## src/rtl/segasys1_hs_pkg.sv

```systemverilog
// Shared types and limits for the host-to-region access bridge.
`timescale 1ns/1ps
package segasys1_hs_pkg;

  typedef enum logic [2:0] {
    IDLE,
    HOLD,
    DECODE,
    WRITE,
    RWAIT,
    DONE
  } hs_state_e;

  localparam int MAX_RDLAT = 4;
  localparam int MAX_NREG  = 8;

  // Region 0 answers to tag D, region 1 to tag C.
  localparam logic [7:0] DEF_TAGS = 8'hCD;

endpackage

```

## src/rtl/segasys1_hs_decode.sv

```systemverilog
// Tag match to one-hot region select; lowest matching index wins.
// Purely combinational, no latency, no flow control.
`timescale 1ns/1ps
module segasys1_hs_decode
  import segasys1_hs_pkg::*;
#(
  parameter int NREG = 2,
  parameter int TAGW = 4,
  parameter logic [NREG*TAGW-1:0] TAGS = DEF_TAGS
) (
  input  logic [TAGW-1:0] tag,
  output logic [NREG-1:0] sel,
  output logic            hit
);

  always_comb begin
    sel = '0;
    hit = 1'b0;
    // Scan downwards so the lowest matching index overrides the rest.
    for (int i = NREG - 1; i >= 0; i--) begin
      if (tag == TAGS[i*TAGW +: TAGW]) begin
        sel    = '0;
        sel[i] = 1'b1;
        hit    = 1'b1;
      end
    end
  end

endmodule

```

## src/rtl/segasys1_hsbridge.sv

```systemverilog
// Host bridge into paused-core memory regions; write 4 cycles, read 3+RDLAT once PAUSED.
// Stalls in HOLD until PAUSED; optional unmapped-access counter via SEGASYS1_HSBR_ERRCNT_EN.
`timescale 1ns/1ps
module segasys1_hsbridge
  import segasys1_hs_pkg::*;
#(
  parameter int NREG  = 2,
  parameter int AW    = 16,
  parameter int DW    = 8,
  parameter int TAGW  = 4,
  parameter int RDLAT = 1,
  parameter logic [NREG*TAGW-1:0] TAGS = DEF_TAGS
) (
  input  logic               CLK40M,
  input  logic               RESET_N,
  input  logic               HS_REQ,
  input  logic               HS_WR,
  input  logic [AW-1:0]      HSAD,
  input  logic [DW-1:0]      HSDI,
  output logic [DW-1:0]      HSDO,
  output logic               HS_ACK,
  output logic               HS_ERR,
  output logic               PAUSE_REQ,
  input  logic               PAUSED,
  output logic [AW-1:0]      RG_AD,
  output logic [DW-1:0]      RG_DO,
  output logic [NREG-1:0]    RG_WE,
  output logic [NREG-1:0]    RG_RE,
  input  logic [NREG*DW-1:0] RG_DI
`ifdef SEGASYS1_HSBR_ERRCNT_EN
  ,
  output logic [7:0]         ERRCNT
`endif
);

  localparam int CNTW = $clog2(MAX_RDLAT);
  localparam logic [CNTW-1:0] CNT_LAST = CNTW'(RDLAT - 1);

  hs_state_e       state_q, state_d;
  logic [AW-1:0]   addr_q, addr_d;
  logic [DW-1:0]   wdat_q, wdat_d;
  logic            wr_q, wr_d;
  logic [NREG-1:0] sel_q, sel_d;
  logic            err_q, err_d;
  logic [CNTW-1:0] cnt_q, cnt_d;
  logic [DW-1:0]   hsdo_q, hsdo_d;
  logic            pause_q, pause_d;
  logic [NREG-1:0] dec_sel;
  logic            dec_hit;
  logic [DW-1:0]   rd_dat;
`ifdef SEGASYS1_HSBR_ERRCNT_EN
  logic [7:0]      errcnt_q, errcnt_d;
`endif

  segasys1_hs_decode #(
    .NREG (NREG),
    .TAGW (TAGW),
    .TAGS (TAGS)
  ) u_decode (
    .tag (addr_q[AW-1 -: TAGW]),
    .sel (dec_sel),
    .hit (dec_hit)
  );

  always_comb begin
    rd_dat = '0;
    for (int i = 0; i < NREG; i++) begin
      if (sel_q[i]) rd_dat = rd_dat | RG_DI[i*DW +: DW];
    end
  end

  always_comb begin
    state_d = state_q;
    addr_d  = addr_q;
    wdat_d  = wdat_q;
    wr_d    = wr_q;
    sel_d   = sel_q;
    err_d   = err_q;
    cnt_d   = cnt_q;
    hsdo_d  = hsdo_q;
    pause_d = pause_q;
`ifdef SEGASYS1_HSBR_ERRCNT_EN
    errcnt_d = errcnt_q;
`endif
    unique case (state_q)
      IDLE: begin
        pause_d = HS_REQ;
        if (HS_REQ) begin
          addr_d  = HSAD;
          wdat_d  = HSDI;
          wr_d    = HS_WR;
          state_d = HOLD;
        end
      end
      HOLD: begin
        if (PAUSED) state_d = DECODE;
      end
      DECODE: begin
        sel_d = dec_sel;
        err_d = !dec_hit;
        cnt_d = '0;
        if (!dec_hit) begin
          state_d = DONE;
          if (!wr_q) hsdo_d = '1;
`ifdef SEGASYS1_HSBR_ERRCNT_EN
          if (errcnt_q != 8'hFF) errcnt_d = errcnt_q + 8'd1;
`endif
        end else if (wr_q) begin
          state_d = WRITE;
        end else begin
          state_d = RWAIT;
        end
      end
      WRITE: begin
        state_d = DONE;
      end
      RWAIT: begin
        if (cnt_q == CNT_LAST) begin
          hsdo_d  = rd_dat;
          state_d = DONE;
        end else begin
          cnt_d = cnt_q + 1'b1;
        end
      end
      DONE: begin
        // A still-asserted request keeps the core frozen for the next access.
        pause_d = HS_REQ;
        state_d = IDLE;
      end
      default: begin
        state_d = IDLE;
      end
    endcase
  end

  always_ff @(posedge CLK40M or negedge RESET_N) begin
    if (!RESET_N) begin
      state_q <= IDLE;
      addr_q  <= '0;
      wdat_q  <= '0;
      wr_q    <= 1'b0;
      sel_q   <= '0;
      err_q   <= 1'b0;
      cnt_q   <= '0;
      hsdo_q  <= '0;
      pause_q <= 1'b0;
    end else begin
      state_q <= state_d;
      addr_q  <= addr_d;
      wdat_q  <= wdat_d;
      wr_q    <= wr_d;
      sel_q   <= sel_d;
      err_q   <= err_d;
      cnt_q   <= cnt_d;
      hsdo_q  <= hsdo_d;
      pause_q <= pause_d;
    end
  end

`ifdef SEGASYS1_HSBR_ERRCNT_EN
  always_ff @(posedge CLK40M or negedge RESET_N) begin
    if (!RESET_N) errcnt_q <= '0;
    else          errcnt_q <= errcnt_d;
  end

  assign ERRCNT = errcnt_q;
`endif

  assign HSDO      = hsdo_q;
  assign HS_ACK    = (state_q == DONE);
  assign HS_ERR    = (state_q == DONE) && err_q;
  assign PAUSE_REQ = pause_q;
  assign RG_AD     = addr_q;
  assign RG_DO     = wdat_q;
  assign RG_WE     = (state_q == WRITE) ? sel_q : '0;
  assign RG_RE     = (state_q == RWAIT) ? sel_q : '0;

endmodule

```

## config.mk

```make
export PLATFORM = sky130hd
export DESIGN_NAME = segasys1_hsbridge
export DESIGN_NICKNAME = d
export VERILOG_FILES = /design/src/rtl/segasys1_hs_pkg.sv /design/src/rtl/segasys1_hs_decode.sv /design/src/rtl/segasys1_hsbridge.sv
export SDC_FILE = /design/constraint.sdc
export NUM_CORES = 1
export LEC_CHECK = 0
export ABC_AREA = 1
export CORE_UTILIZATION = 32
export CTS_BUF_LIST = sky130_fd_sc_hd__clkbuf_16
export DETAILED_ROUTE_END_ITERATION = 16
export GPL_ROUTABILITY_DRIVEN = 0
export PLACE_DENSITY_LB_ADDON = 0.2
export SKIP_LAST_GASP = 1
export SYNTH_ARGS = -nofsm -noshare
export SYNTH_HDL_FRONTEND = slang
export SYNTH_SLANG_ARGS = --single-unit
```

## constraint.sdc

```tcl
create_clock -name CLK40M -period 1.6 [get_ports CLK40M]
set_input_delay 0.32 -clock CLK40M [delete_from_list [all_inputs] [get_ports CLK40M]]
set_output_delay 0.32 -clock CLK40M [all_outputs]
set_load 0.02 [all_outputs]
```

Word-level counts from Yosys, hierarchy flattened
Cells that the tools add are included.
- register bits after elaboration: 42
- bits of input ports: 45
- add/sub/neg operators: 1
- equality and inequality tests: 13
- multiplexer cells: 20
- bitwise gates (word level): 1
- reduce and logical (&&, ||, !) cells: 10
- operators by type and width (operator ; count):
    $mux W8 ; 5
    $pmux W8 S2 ; 1
    $mux W3 ; 5
    $pmux W3 S5 ; 1
    $ne A2 B2 Y1 const B ; 6
    $mux W2 ; 5
    $eq A4 B4 Y1 const B ; 2
    $or A8 B8 Y8 ; 1
    $eq A3 B2 Y1 const B ; 2
    $eq A3 B3 Y1 const B ; 2
    $pmux W2 S2 ; 1
    $reduce_and A2 Y1 ; 2
    $reduce_and A4 Y1 ; 1
    $eq A3 B1 Y1 const B ; 1
    $logic_not A3 Y1 ; 1
    $reduce_and A3 Y1 ; 1
    $add A2 B1 Y2 const B ; 1
    $logic_not A2 Y1 ; 1
    $mux W1 ; 2
    $reduce_bool A2 Y1 ; 1
    $reduce_or A2 Y1 ; 1
    $logic_and A1 B1 Y1 ; 1
    $logic_not A1 Y1 ; 1

Logic depth before layout (Yosys ltp)
- depth after elaboration: 5
- mapped depth: 9
- depth with buffers taken out: 9

Modules after synthesis
A second synthesis with hierarchy kept.
- cell total of the unflattened synthesis: 248
- area total of the unflattened synthesis: 1938.1 um2
- by module, submodules not included (module ; instances ; cells each ; area each (um2)):
    segasys1_hsbridge ; 1 ; 240 ; 1900.6
    segasys1_hs_decode ; 1 ; 8 ; 37.5

Worst setup path before layout
No wires, ideal clock.
- kind: register to output
- from: register sel_q[1]
- to: output port RG_RE[1]
- data arrival time: 0.940 ns
- setup slack: 0.340 ns
- cell stages (with the launch flop): 4
- path buffers: 1
- cells stage by stage: dfrtp_1 -> clkbuf_1 -> inv_1 -> nor2_1
- cells in the longest elaborated chain, start to end: 1
- RTL lines (what ; line ; source):
    start, declared ; segasys1_hsbridge.sv:43 ; logic [NREG-1:0] sel_q, sel_d;
    start signal, assigned ; segasys1_hsbridge.sv:152 ; sel_q <= sel_d;
    $mux W2 ; segasys1_hsbridge.sv:176 ; assign RG_RE = (state_q == RWAIT) ? sel_q : '0;
    end, declared ; segasys1_hsbridge.sv:28 ; output logic [NREG-1:0] RG_RE,
Every way passes these cells.

Worst setup path in the final report
- from: register wdat_q[0] (netlist: RG_DO[0])
- to: output port RG_DO[0]
- RTL lines (what ; line ; source):
    start, declared ; segasys1_hsbridge.sv:41 ; logic [DW-1:0] wdat_q, wdat_d;
    start signal, assigned ; segasys1_hsbridge.sv:150 ; wdat_q <= wdat_d;
    end, declared ; segasys1_hsbridge.sv:26 ; output logic [DW-1:0] RG_DO,
No word-level cell between the ends.

==> results by group <==
Global route
  • Global-route wire length before repair: 7790 um
  • Most used routing layer in global routing: met2
  • Via count of the first global-routing pass: between 1500 and 2000
  • Antenna violations before repair: 0
  • Residual overflow from global routing: 0
  • Global-route total usage across every layer: 15.88%
  • Global routing usage on met3: under 10%
  • Met1 Usage GRT: around 20%
  • GR Util met2: 25.81%
  • Maximum number of pins on one net before global-route repair: 43

Detailed routing
  • Total number of vias: between 1500 and 2000
  • Number of DRC violations after detailed routing: 0
  • Antenna Violating Nets Remaining: 0
  • Total routed wirelength: 4828 um
  • Wire per inst: roughly 12 um
  • Number of optimization iterations in the first detailed-route pass: 4
  • Routed vias/inst: approximately 4.5
  • DRC violation total after the first TritonRoute iteration: between 100 and 150

Timing
  • Slew at the pin closest to its max-slew limit: 0.3151 ns
  • Final setup TNS: 0 ns
  • Post-route fraction of the period consumed by the critical path: 98.50%
  • Highest achievable clock rate: 0.6345 GHz
  • Fin crit period: about 1.6 ns
  • Pins Over Slew Limit: 0
  • Number of hold-slack violations in the final timing report: 0
  • Slew margin rel.: 78.91%
  • Final setup viols: 0
  • Setup repair after global routing missed its margin: no
  • Hold slack final: 0.001789 ns
  • Post-route clock skew: 0.002739 ns
  • Setup slack of the critical path after layout: 0.02402 ns

Hold path
  • Worst min-delay path category: input port to async pin

Synthesis
  • EDFF count, synth: 0
  • Portion of the post-synthesis area used by sequential elements: 53.67%
  • Synthesized flop and latch total: 42
  • Most used flip-flop cell after synthesis: sky130_fd_sc_hd__dfrtp_1
  • Cell area after synthesis: 1958 um2
  • Synthesized instance count: ~240
  • Warnings from Yosys: 0
  • Ys async rst share: 100.0%
  • Synth Net Count: approximately 290
  • Mapped Avg Cell Area: ~8.2 um2
  • Number of distinct library cells after synthesis: 24

Finish
  • Footprint of the multi-input gates: slightly below 800 um2
  • Layout Nets: 377
  • Count of antenna diodes in the layout: 0
  • Commonest cells after routing, fill and taps aside: sky130_fd_sc_hd__nand2_1, sky130_fd_sc_hd__clkdlybuf4s50_1, sky130_fd_sc_hd__nand3_1
  • Number of fill cells: 607
  • Non-filler cells, final: 407
  • Storage element area: around 1100 um2
  • Growth of design area from synthesis to finish: 57.70%
  • Fraction of layout cells with a size suffix above 1: 12.35%
  • Most common library cell in the layout ignoring fill and taps: sky130_fd_sc_hd__nand2_1

Die
  • Overall die width: ~80 um
  • Die H: between 80 and 90 um
  • Core area: between 5000 and 6000 um2
  • Boundary Pins: 84
  • Initial cell density of the core: 33.07%
  • Die ar.: 6436 um2
  • Cell row count: 28

Clocking
  • Deepest clock path buffer count: 2
  • TritonCTS sink count: 42
  • Deepest level of the CTS H-tree: 2
  • Post-CTS Hold Fix Bufs: 0
  • Worst-skew pair later-pin latency: 0.28 ns
  • Clock-pin transition on the worst setup and hold timing paths: 0.06 ns
  • Clock Root Buffer: sky130_fd_sc_hd__clkbuf_16
  • Clock tree from TritonCTS: done
  • Cts bufs inserted: 5

Placement
  • Placement Setup Slack: -0.1030 ns
  • Port buffer count: 83
  • Cells after DPL: 398
  • DP Wirelength: about 3300 um

Power
  • Pwr per Cell Area: 1875 nW/um2
  • Largest vdd supply drop: 911.4 uV
  • Leakage: 0.001597 uW

Critical path
  • CP Capture Type: output pin
  • Cell family contributing the most delay on the critical path: buffers and inverters
  • Largest incremental delay on the critical path: 0.62 ns
  • Cell breakdown of the critical path: clkdlybuf4s50_1
  • Maximum net fanout on the critical path: 2
  • Slowest-stage cell, CP: sky130_fd_sc_hd__clkdlybuf4s50_1
  • Setup Crit Path Kind: register to output pin
  • Worst path required time: 1.28 ns
  • Crit path launch type: register
  • Data arrival time at the worst-slack endpoint: approximately 1.3 ns
  • Worst Path Buf+Inv: 1

Outcome
  • Result of the run: finished, final reports clean

Run
  • Max-cap check violation count: 0
[stage by stage]
step	cell area (um2)	power [uW]	util, %
floorplan	1958	3464	-
global placement	2920	4718	49.32
detailed placement	2920	4755	49.32
CTS	3094	5889	52.26
global route	3088	6244	52.16
finish	3088	5790	52.16
[per-layer routing]
| metal | part of all wire (%) | vias to the layer above |
|---|---|---|
| met5 | 0 | - |
| met2 | 46 | 61 |
| met1 | 45 | 844 |
| met4 | 1.2 | 0 |
| li1 | - | 940 |
| met3 | 8.4 | 5 |
[power by group]
part | switching, uW | leakage, uW | internal, uW
combinational | 1600 | 0.00100 | 1230
sequential | 294 | 0.000512 | 1540
clock | 396 | 0.0000836 | 730
total | 2290 | 0.00160 | 3500
[flip-flops by register name (all words and copies together), names as in the netlist]
signal / cells
state_q: 3
cnt_q: 2
RG_DO: 8
PAUSE_REQ: 1
err_q: 1
wr_q: 1
RG_AD: 16
HSDO: 8
sel_q: 2
[worst paths after layout]
check                      slack, ns              startpoint                      to  cells after the start
setup / recovery                0.02    RG_DO[0]$_DFFE_PN0P_                RG_DO[0]                      1
hold / removal                 0.002                 RESET_N    cnt_q[1]$_DFFE_PN0P_                      2
setup reg to reg                0.20  state_q[0]$_DFFE_PN0P_     HSDO[3]$_DFFE_PN0P_                      7
hold reg to reg                 0.47     HSDO[6]$_DFFE_PN0P_     HSDO[6]$_DFFE_PN0P_                      2
max in group asynchronous       1.38                 RESET_N  state_q[1]$_DFFE_PN0P_                      2
min in group CLK40M             0.47     HSDO[6]$_DFFE_PN0P_     HSDO[6]$_DFFE_PN0P_                      2
[cell type report]
class	count	share of cell area, %
flip-flops and latches	42	34.12
repair buffers	94	29.82
multi-input cells	168	25.08
clock buffers	5	4.052
well taps	75	3.039
inverters	20	2.593
clock inverters	3	1.297
[cells in the mapped netlist (2+ instances only)]
cell type,count,area share (%)
sky130_fd_sc_hd__dfrtp_1,42,54
sky130_fd_sc_hd__inv_2,2,0.38
sky130_fd_sc_hd__nor2_1,13,2.5
sky130_fd_sc_hd__inv_4,2,0.64
sky130_fd_sc_hd__o21ai_0,5,1.3
sky130_fd_sc_hd__a21oi_1,4,1.0
sky130_fd_sc_hd__buf_4,2,0.77
sky130_fd_sc_hd__nand2_4,2,1.2
sky130_fd_sc_hd__inv_1,16,3.1
sky130_fd_sc_hd__nand2_1,88,17
sky130_fd_sc_hd__nand3_1,44,11
sky130_fd_sc_hd__nand2_2,3,0.96
sky130_fd_sc_hd__buf_6,2,1.2
sky130_fd_sc_hd__clkbuf_1,4,0.77
[repair_timing]
item / in CTS / in global routing
resized for setup: 24 / 16
setup endpoints to repair: 10 / 15
buffers inserted: 0 / 1
[cells by family after synthesis]
family,Yosys count,share of synthesized area (%)
and+or+nand+nor,153,34.12
DFF,42,53.67
buffers and inverters,29,7.028
AOI/OAI and AO/OA,14,4.537
adders and majority gates,1,0.6389
No activity file was read; power rests on OpenSTA's default activity.
